===== config.mk =====
export PLATFORM = sky130hd
export DESIGN_NAME = seq_pattern_scan_ctrl
export DESIGN_NICKNAME = d
export VERILOG_FILES = /design/src/rtl/seq_pattern_scan_ctrl.sv
export SDC_FILE = /design/constraint.sdc
export NUM_CORES = 1
export LEC_CHECK = 0
export ABC_AREA = 1
export BUFFER_PORTS_ARGS = -buffer_cell sky130_fd_sc_hd__buf_4
export CAP_MARGIN = 10
export CORE_ASPECT_RATIO = 1.25
export CORE_MARGIN = 5
export CORE_UTILIZATION = 30
export CTS_CLUSTER_DIAMETER = 30
export CTS_CLUSTER_SIZE = 40
export DETAILED_ROUTE_END_ITERATION = 16
export HOLD_SLACK_MARGIN = 0.06
export SLEW_MARGIN = 20
export SYNTH_ARGS = -nofsm -noshare
export SYNTH_HDL_FRONTEND = slang
export SYNTH_SLANG_ARGS = --single-unit

===== constraint.sdc =====
create_clock -name clk -period 3.5 [get_ports clk]
set_input_delay 0.7 -clock clk [delete_from_list [all_inputs] [get_ports clk]]
set_output_delay 0.7 -clock clk [all_outputs]
set_load 0.03 [all_outputs]

===== src/rtl/seq_pattern_scan_ctrl.sv =====
// seq_pattern_scan_ctrl: runtime-programmable serial pattern detector.
// Scans a val/rdy bitstream for the last cfg_len bits equal to cfg_pattern.
// Each match is reported as a val/rdy event carrying the index of the bit
// that completed it. A saturating match count is also kept.
// Optional macro SEQ_PATTERN_SCAN_ONESHOT_EN: stop scanning after the first
// match (DONE state) until the next cfg_val, flush or reset.
//
// Ports:
//   clk, reset             clock, synchronous active-high reset
//   cfg_val/pattern/len    load pattern (bit len-1 oldest, bit 0 newest) and length
//   flush                  clear history and bit index; config and count are kept
//   in_val/in_rdy/in_      serial input bit handshake
//   evt_val/evt_rdy        match event handshake
//   evt_idx                index of the bit that completed the match
//   match_count            saturating match total since the last config
//   busy                   controller is configured (state != UNCFG)
module seq_pattern_scan_ctrl #(
  parameter int unsigned PMAX  = 8,
  parameter int unsigned CNT_W = 8,
  parameter int unsigned LEN_W = $clog2(PMAX + 1)
) (
  input  logic             clk,
  input  logic             reset,
  input  logic             cfg_val,
  input  logic [PMAX-1:0]  cfg_pattern,
  input  logic [LEN_W-1:0] cfg_len,
  input  logic             flush,
  input  logic             in_val,
  output logic             in_rdy,
  input  logic             in_,
  output logic             evt_val,
  input  logic             evt_rdy,
  output logic [CNT_W-1:0] evt_idx,
  output logic [CNT_W-1:0] match_count,
  output logic             busy
);

  typedef enum logic [1:0] {
    UNCFG = 2'd0,
    RUN   = 2'd1,
    DONE  = 2'd2
  } state_t;

  state_t           state_q, state_d;
  logic [PMAX-1:0]  pat_q;
  logic [LEN_W-1:0] len_q;
  // Only PMAX-1 past bits are needed; the incoming bit completes the window.
  logic [PMAX-2:0]  hist_q;
  logic [LEN_W-1:0] fill_q;
  logic [CNT_W-1:0] idx_q;

  logic             cfg_ok;
  logic             accept;
  logic             match;
  logic             flush_act;
  logic [PMAX-1:0]  hist_new;
  logic [PMAX-1:0]  len_mask;
  logic [LEN_W:0]   fill_inc;

  // State register
  always_ff @(posedge clk) begin
    if (reset) state_q <= UNCFG;
    else       state_q <= state_d;
  end

  // Next-state logic
  always_comb begin
    state_d = state_q;
    if (cfg_val) begin
      state_d = cfg_ok ? RUN : UNCFG;
    end else if (flush_act) begin
      state_d = RUN;
`ifdef SEQ_PATTERN_SCAN_ONESHOT_EN
    end else if (match) begin
      state_d = DONE;
`endif
    end
  end

  // FSM outputs
  always_comb begin
    in_rdy = 1'b0;
    busy   = 1'b0;
    in_rdy = (state_q == RUN) && !cfg_val && !flush && (!evt_val || evt_rdy);
    busy   = (state_q != UNCFG);
  end

  // Match evaluation on the bit being accepted this cycle
  always_comb begin
    cfg_ok    = (cfg_len != '0) && (cfg_len <= LEN_W'(PMAX));
    flush_act = flush && (state_q != UNCFG);
    accept    = in_val && in_rdy;
    hist_new  = {hist_q, in_};
    len_mask  = '0;
    for (int unsigned i = 0; i < PMAX; i++) begin
      len_mask[i] = (LEN_W'(i) < len_q);
    end
    fill_inc  = (LEN_W + 1)'(fill_q) + (LEN_W + 1)'(1);
    match     = accept && (fill_inc >= (LEN_W + 1)'(len_q)) &&
                (((hist_new ^ pat_q) & len_mask) == '0);
  end

  // Datapath: config, history, index, event register and counter
  always_ff @(posedge clk) begin
    if (reset) begin
      pat_q       <= '0;
      len_q       <= '0;
      hist_q      <= '0;
      fill_q      <= '0;
      idx_q       <= '0;
      evt_val     <= 1'b0;
      evt_idx     <= '0;
      match_count <= '0;
    end else if (cfg_val) begin
      pat_q       <= cfg_pattern;
      len_q       <= cfg_len;
      hist_q      <= '0;
      fill_q      <= '0;
      idx_q       <= '0;
      evt_val     <= 1'b0;
      match_count <= '0;
    end else if (flush_act) begin
      hist_q  <= '0;
      fill_q  <= '0;
      idx_q   <= '0;
      evt_val <= 1'b0;
    end else begin
      if (accept) begin
        hist_q <= hist_new[PMAX-2:0];
        if (fill_q != LEN_W'(PMAX)) fill_q <= fill_q + LEN_W'(1);
        idx_q <= idx_q + CNT_W'(1);
      end
      // A new match reloads the event even while the old one hands off
      if (match) begin
        evt_val <= 1'b1;
        evt_idx <= idx_q;
        if (match_count != '1) match_count <= match_count + CNT_W'(1);
      end else if (evt_val && evt_rdy) begin
        evt_val <= 1'b0;
      end
    end
  end

endmodule


Word level (Yosys, flattened, before mapping)
Index checks and enable logic that the tools add are counted.
{"block": "classes", "n_addsub": 4, "order_cmp": 10, "eq_ne": 3, "muxes": 5, "bitwise_logic": 4, "n_reduce_logical": 23}
{"operator": "8-bit by 1-bit adder with 8-bit output (second input constant)", "n": 2}
{"operator": "3-bit by 4-bit less-than comparator with 1-bit output (first input constant)", "n": 4}
{"operator": "1-bit logical AND", "n": 9}
{"operator": "8-bit AND", "n": 1}
{"operator": "8-bit zero test", "n": 1}
{"operator": "1-bit by 4-bit less-than comparator with 1-bit output (first input constant)", "n": 2}
{"operator": "2-bit by 4-bit less-than comparator with 1-bit output (first input constant)", "n": 2}
{"operator": "8-bit inequality test (second input constant)", "n": 1}
{"operator": "8-bit XOR", "n": 1}
{"operator": "3-bit AND reduction", "n": 2}
{"operator": "2-bit nonzero test", "n": 3}
{"operator": "4-bit by 1-bit adder with 5-bit output (second input constant)", "n": 1}
{"operator": "5-bit by 4-bit >= comparator with 1-bit output", "n": 1}
{"operator": "4-bit by 1-bit adder with 4-bit output (second input constant)", "n": 1}
{"operator": "4-bit <= comparator (second input constant)", "n": 1}
{"operator": "2-bit two-way mux", "n": 2}
{"operator": "4-bit inequality test (second input constant)", "n": 1}
{"operator": "4-bit nonzero test", "n": 1}
{"operator": "1-bit zero test", "n": 3}
{"operator": "1-bit two-way mux", "n": 3}
{"operator": "3-bit OR reduction", "n": 1}
{"operator": "2-bit by 1-bit == test with 1-bit output (second input constant)", "n": 1}
{"operator": "1-bit NOT", "n": 2}
{"operator": "2-bit AND reduction", "n": 1}
{"operator": "other kinds (2)", "n": 2}
{"block": "totals", "register_bits": 50, "input_bits": 19, "output_inout_bits": 19, "elab_cells": 58}

Logic depth before layout (Yosys ltp)
{"block": "depth", "ltp_word": 8, "ltp_mapped": 13, "mapped_depth_nobuf": 13}

Worst setup path before layout
Ideal clock, no wire load.
{"block": "synth_timing", "kind": "input-to-reg", "startpoint": "input cfg_val", "endpoint": "register evt_idx[7]", "setup_ps": 116, "arrival_time_ps": 1753, "t_required_ps": 3384, "path_slack_ps": 1631, "stages": 10, "path_buffers": 0, "path_cell_list": "nor2_2 -> nand2_1 -> nor2_4 -> nand2_4 -> inv_4 -> nand2_4 -> inv_6 -> nand2_4 -> o21ai_0 -> nor2_1"}
{"block": "synth_via", "elab_chain_cells": 8, "elab_cells_between_ends": 9, "cone_classes": "bitwise: 1; reduce/logical: 8"}
{"item": "from (decl)", "line_no": "24", "rtl": "input logic cfg_val,"}
{"item": "1-bit zero test", "line_no": "84", "rtl": "in_rdy = (state_q == RUN) && !cfg_val && !flush && (!evt_val || evt_rdy);"}
{"item": "1-bit logical AND (3 in series)", "line_no": "84"}
{"item": "via in_rdy", "line_no": "29", "rtl": "output logic in_rdy,"}
{"item": "1-bit logical AND", "line_no": "92", "rtl": "accept = in_val && in_rdy;"}
{"item": "1-bit logical AND (2 in series)", "line_no": "99", "rtl": "match = accept && (fill_inc >= (LEN_W + 1)'(len_q)) &&"}
{"item": "3-bit AND reduction (no source line)"}
{"item": "to (signal assigned)", "line_no": "136", "rtl": "evt_idx <= idx_q;"}
{"item": "to (decl)", "line_no": "33", "rtl": "output logic [CNT_W-1:0] evt_idx,"}
The timed path passes the listed nets, and every way through them passes these cells.
A chain may end at the register's enable or synchronous reset.

Final worst setup path
{"block": "layout_timing", "startpoint": "register fill_q[0]", "endpoint": "register evt_val"}
{"block": "layout_via", "elab_chain_cells": 5, "elab_cells_between_ends": 6, "cone_classes": "add/sub: 1; order compare: 1; mux: 1; reduce/logical: 3"}
{"item": "from (decl)", "line_no": "49", "rtl": "logic [LEN_W-1:0] fill_q;"}
{"item": "from (signal assigned)", "line_no": "130", "rtl": "if (fill_q != LEN_W'(PMAX)) fill_q <= fill_q + LEN_W'(1);"}
{"item": "4-bit by 1-bit adder with 5-bit output (*)", "line_no": "98", "rtl": "fill_inc = (LEN_W + 1)'(fill_q) + (LEN_W + 1)'(1);"}
{"item": "via fill_inc[2]", "line_no": "58", "rtl": "logic [LEN_W:0] fill_inc;"}
{"item": "5-bit by 4-bit >= comparator with 1-bit output (*)", "line_no": "99"}
{"item": "1-bit logical AND (*) (2 in series)", "line_no": "99"}
{"item": "1-bit two-way mux / 2-bit nonzero test (equally long branches)"}
{"item": "to (signal assigned)", "line_no": "111", "rtl": "evt_val <= 1'b0;"}
{"item": "to (signal assigned)", "line_no": "135", "rtl": "evt_val <= 1'b1;"}
{"item": "to (signal assigned)", "line_no": "139", "rtl": "evt_val <= 1'b0;"}
{"item": "to (decl)", "line_no": "31", "rtl": "output logic evt_val,"}
The timed path passes the listed nets; every way through them passes the cells marked *.

==> out/metrics.cfg <==
[sta]
worstMarginPinSlew_ns=0.5113
relSlewSlack=0.6588
min_period_ns=2.106
setup_viol=0
period_share=0.6018
tns_ns=0
finalHoldViolations=0
skew_ns=0.01278
rsz0062_at_grt=no
max_clock_freq_mhz=474.8
slew_violations=0
worst_slack_ns=1.394

[yosys]
yosysTopAreaCellShare=0.4058
syn_inst=332
syn_area_per_cell_sq_um=7.281
synthTopCellsByArea=dfxtp_1 41%, nand2_1 10%, inv_1 6.7%
yosysSeqAreaShare=0.4058
ys.flop_type=dfxtp_1
synth_top_area_cell=dfxtp_1
synth_area_sq_mm=0.002417
synth_seq_cells=49
syn-num-nets=359
synth_cell_type_count=30
synth_warnings=0
synth_common_cells=67 x nand2_1, 49 x dfxtp_1, 43 x inv_1, 38 x nor2_1, 32 x o21ai_0
synth_most_common_cell=nand2_1
synth-edff-count=0
ys_async_sr_fraction=0

[critical_path]
required_ns=3.69
critical_path.cell_chain=ha_1, xor2_1, ha_1, nand2_1, inv_1, o21ai_0, nand3_1, nand2_4, inv_6, nand2_4, clkinv_4, nor2_1, nor2_1
r2r-end=evt_val
crit_start=fill_q[0]
r2r_start=fill_q[0]
worst-path-max-fanout=10
cp-end-kind=register
worstPathArrival_ns=2.30
r2r_cells=13
setup.worst_path.start_class=register
path_class=register to register
reg2reg_setup_slack_ns=1.39
slowest_stage=dfxtp_1
max_stage_delay_ns=0.40

[floorplan]
die_h_um=110.4
pin_count=38
coreArea_sq_mm=0.007838
num_rows=36
die_area_sq_mm=0.009964
start_util=0.3084
dieWidth_um=90.29

[final_layout]
fillers=853
area_growth_pct=19.46
fin_cells=467
diodes=0
fin_util=0.3685
final_nets=398
drive_gt1_frac=0.1720

[place]
dp.cells=459
port_buffers=37
place_ws_ns=1.370
hpwl_mm=3.962
gp_congestion=0.8216

[clock_tree]
cts_tree=built
h-tree-depth=2
cts_resized=0
cts_root_buf=clkbuf_8
cts.clk_slew.worst_paths_ns=0.10
cts_made_buffers=5
clock-sinks=49
cts_setup_buffers=0
cts_buffer_depth=2
hold_buffers=0
clock_latency_ns=0.31

[detailed_routing]
routed_wl_mm=5.133
drt_iter0_markers=83
drt-pass1-iter-count=4
ant_nets=0
drc=0
wl_per_cell_um=10.99
viasPerCell=4.561
vias=2130

[global_route]
antenna_found_initial=0
grt_pass1_vias=2013
grt_pass1_wl_mm=8.963
grtUsageTotal=0.1085
grt_start_max_net_pins=21
grt_overflow=0

[hold_path]
worstHoldEndpoint=pat_q[0]
hold_path_class=register to register
hp-start=pat_q[0]
min_path_cells=2

[pwr]
power_density_mw_per_mm2=361.3
ir_worst_vdd_v=0.0001743
total_power_mw=1.043
p_leak_nw=1.257

[status]
outcome=completed

[flow_run]
cap_viol_max_count=0

-- state kept, by name, indices dropped and copies added, names as in the netlist --
| register | count |
|---|---|
| hist_q | 7 |
| len_q | 4 |
| evt_idx | 8 |
| evt_val | 1 |
| match_count | 8 |
| state_q | 1 |
| idx_q | 8 |
| fill_q | 4 |
| pat_q | 8 |
-- critical path, delay by kind of cell (launching register included) --
family | cells | cell delay [ns]
compound gates | 1 | 0.13
xor+xnor | 1 | 0.23
fa+ha+maj | 2 | 0.49
buf+inv | 3 | 0.18
flops | 1 | 0.40
simple gates | 6 | 0.55
-- layer usage --
metal	share of wire	global-route usage	vias up	routed length [um]
met1	0.46	0.1270	936	2349
li1	-	-	1153	-
met5	0	0	-	0
met4	0.013	0.04149	0	69
met3	0.040	0.02580	4	205
met2	0.49	0.1930	37	2508
-- kinds of logic after synthesis --
kind of cell	synth area share
flip-flops	0.4058
XOR/XNOR	0.03623
AO/OA/AOI/OAI	0.1480
buffers and inverters	0.08851
AND/OR/NAND/NOR	0.2800
adder cells (fa/ha/maj)	0.04141
-- layout by cell type, fill, tap and decap left out, drive strengths merged --
master	synthesis	final
clkinvlp	0	2
nor3b	1	1
xor2	10	10
clkbuf	3	5
o41ai	1	1
nand3	14	14
a21oi	30	30
o21bai	1	1
nand4	11	11
inv	47	48
nor2	44	44
nor3	1	1
a211oi	3	3
buf	2	37
or2	2	2
nand2	71	71
o21ai	33	33
clkinv	1	1
dfxtp	49	49
ha	8	8
-- power by group --
group	leakage, nW	total [mW]	switching [mW]	internal [mW]
Sequential	0.398	0.578	0.00879	0.569
Clock	0.0423	0.352	0.207	0.146
Combinational	0.816	0.113	0.0697	0.0433
-- stage by stage --
step / hold WS [ns] / area, sq um
6_report: 0.4801 / 2888
5_1_grt: 0.5205 / 2888
4_1_cts: 0.4823 / 2888
3_5_place_dp: 0.4672 / 2793
3_3_place_gp: 0.4597 / 2793
2_1_floorplan: 0.4477 / 2417
-- worst max path at each step --
| stage | end | slack (ns) | depth (start not counted) |
|---|---|---|---|
| 2_1_floorplan | evt_idx[7] | 1.63 | 10 |
| 4_1_cts | evt_idx[2] | 1.39 | 13 |
| 3_5_place_dp | evt_idx[5] | 1.37 | 11 |
| 6_report | evt_val | 1.39 | 13 |
| 5_1_grt | evt_val | 1.12 | 13 |
| 3_3_place_gp | evt_idx[4] | 1.42 | 11 |
-- final cells by class --
cell class                 instances  area (sq um)  share of cell area
clock buffer                       5         68.82             0.02383
clock inverter                     3         26.28            0.009099
inverter                          48         192.7             0.06672
multi-input combinational        230          1222              0.4233
sequential                        49         980.9              0.3397
tap                               95         118.9             0.04116
timing repair buffer              37         277.8             0.09619
(Power assumes the default switching activity.)
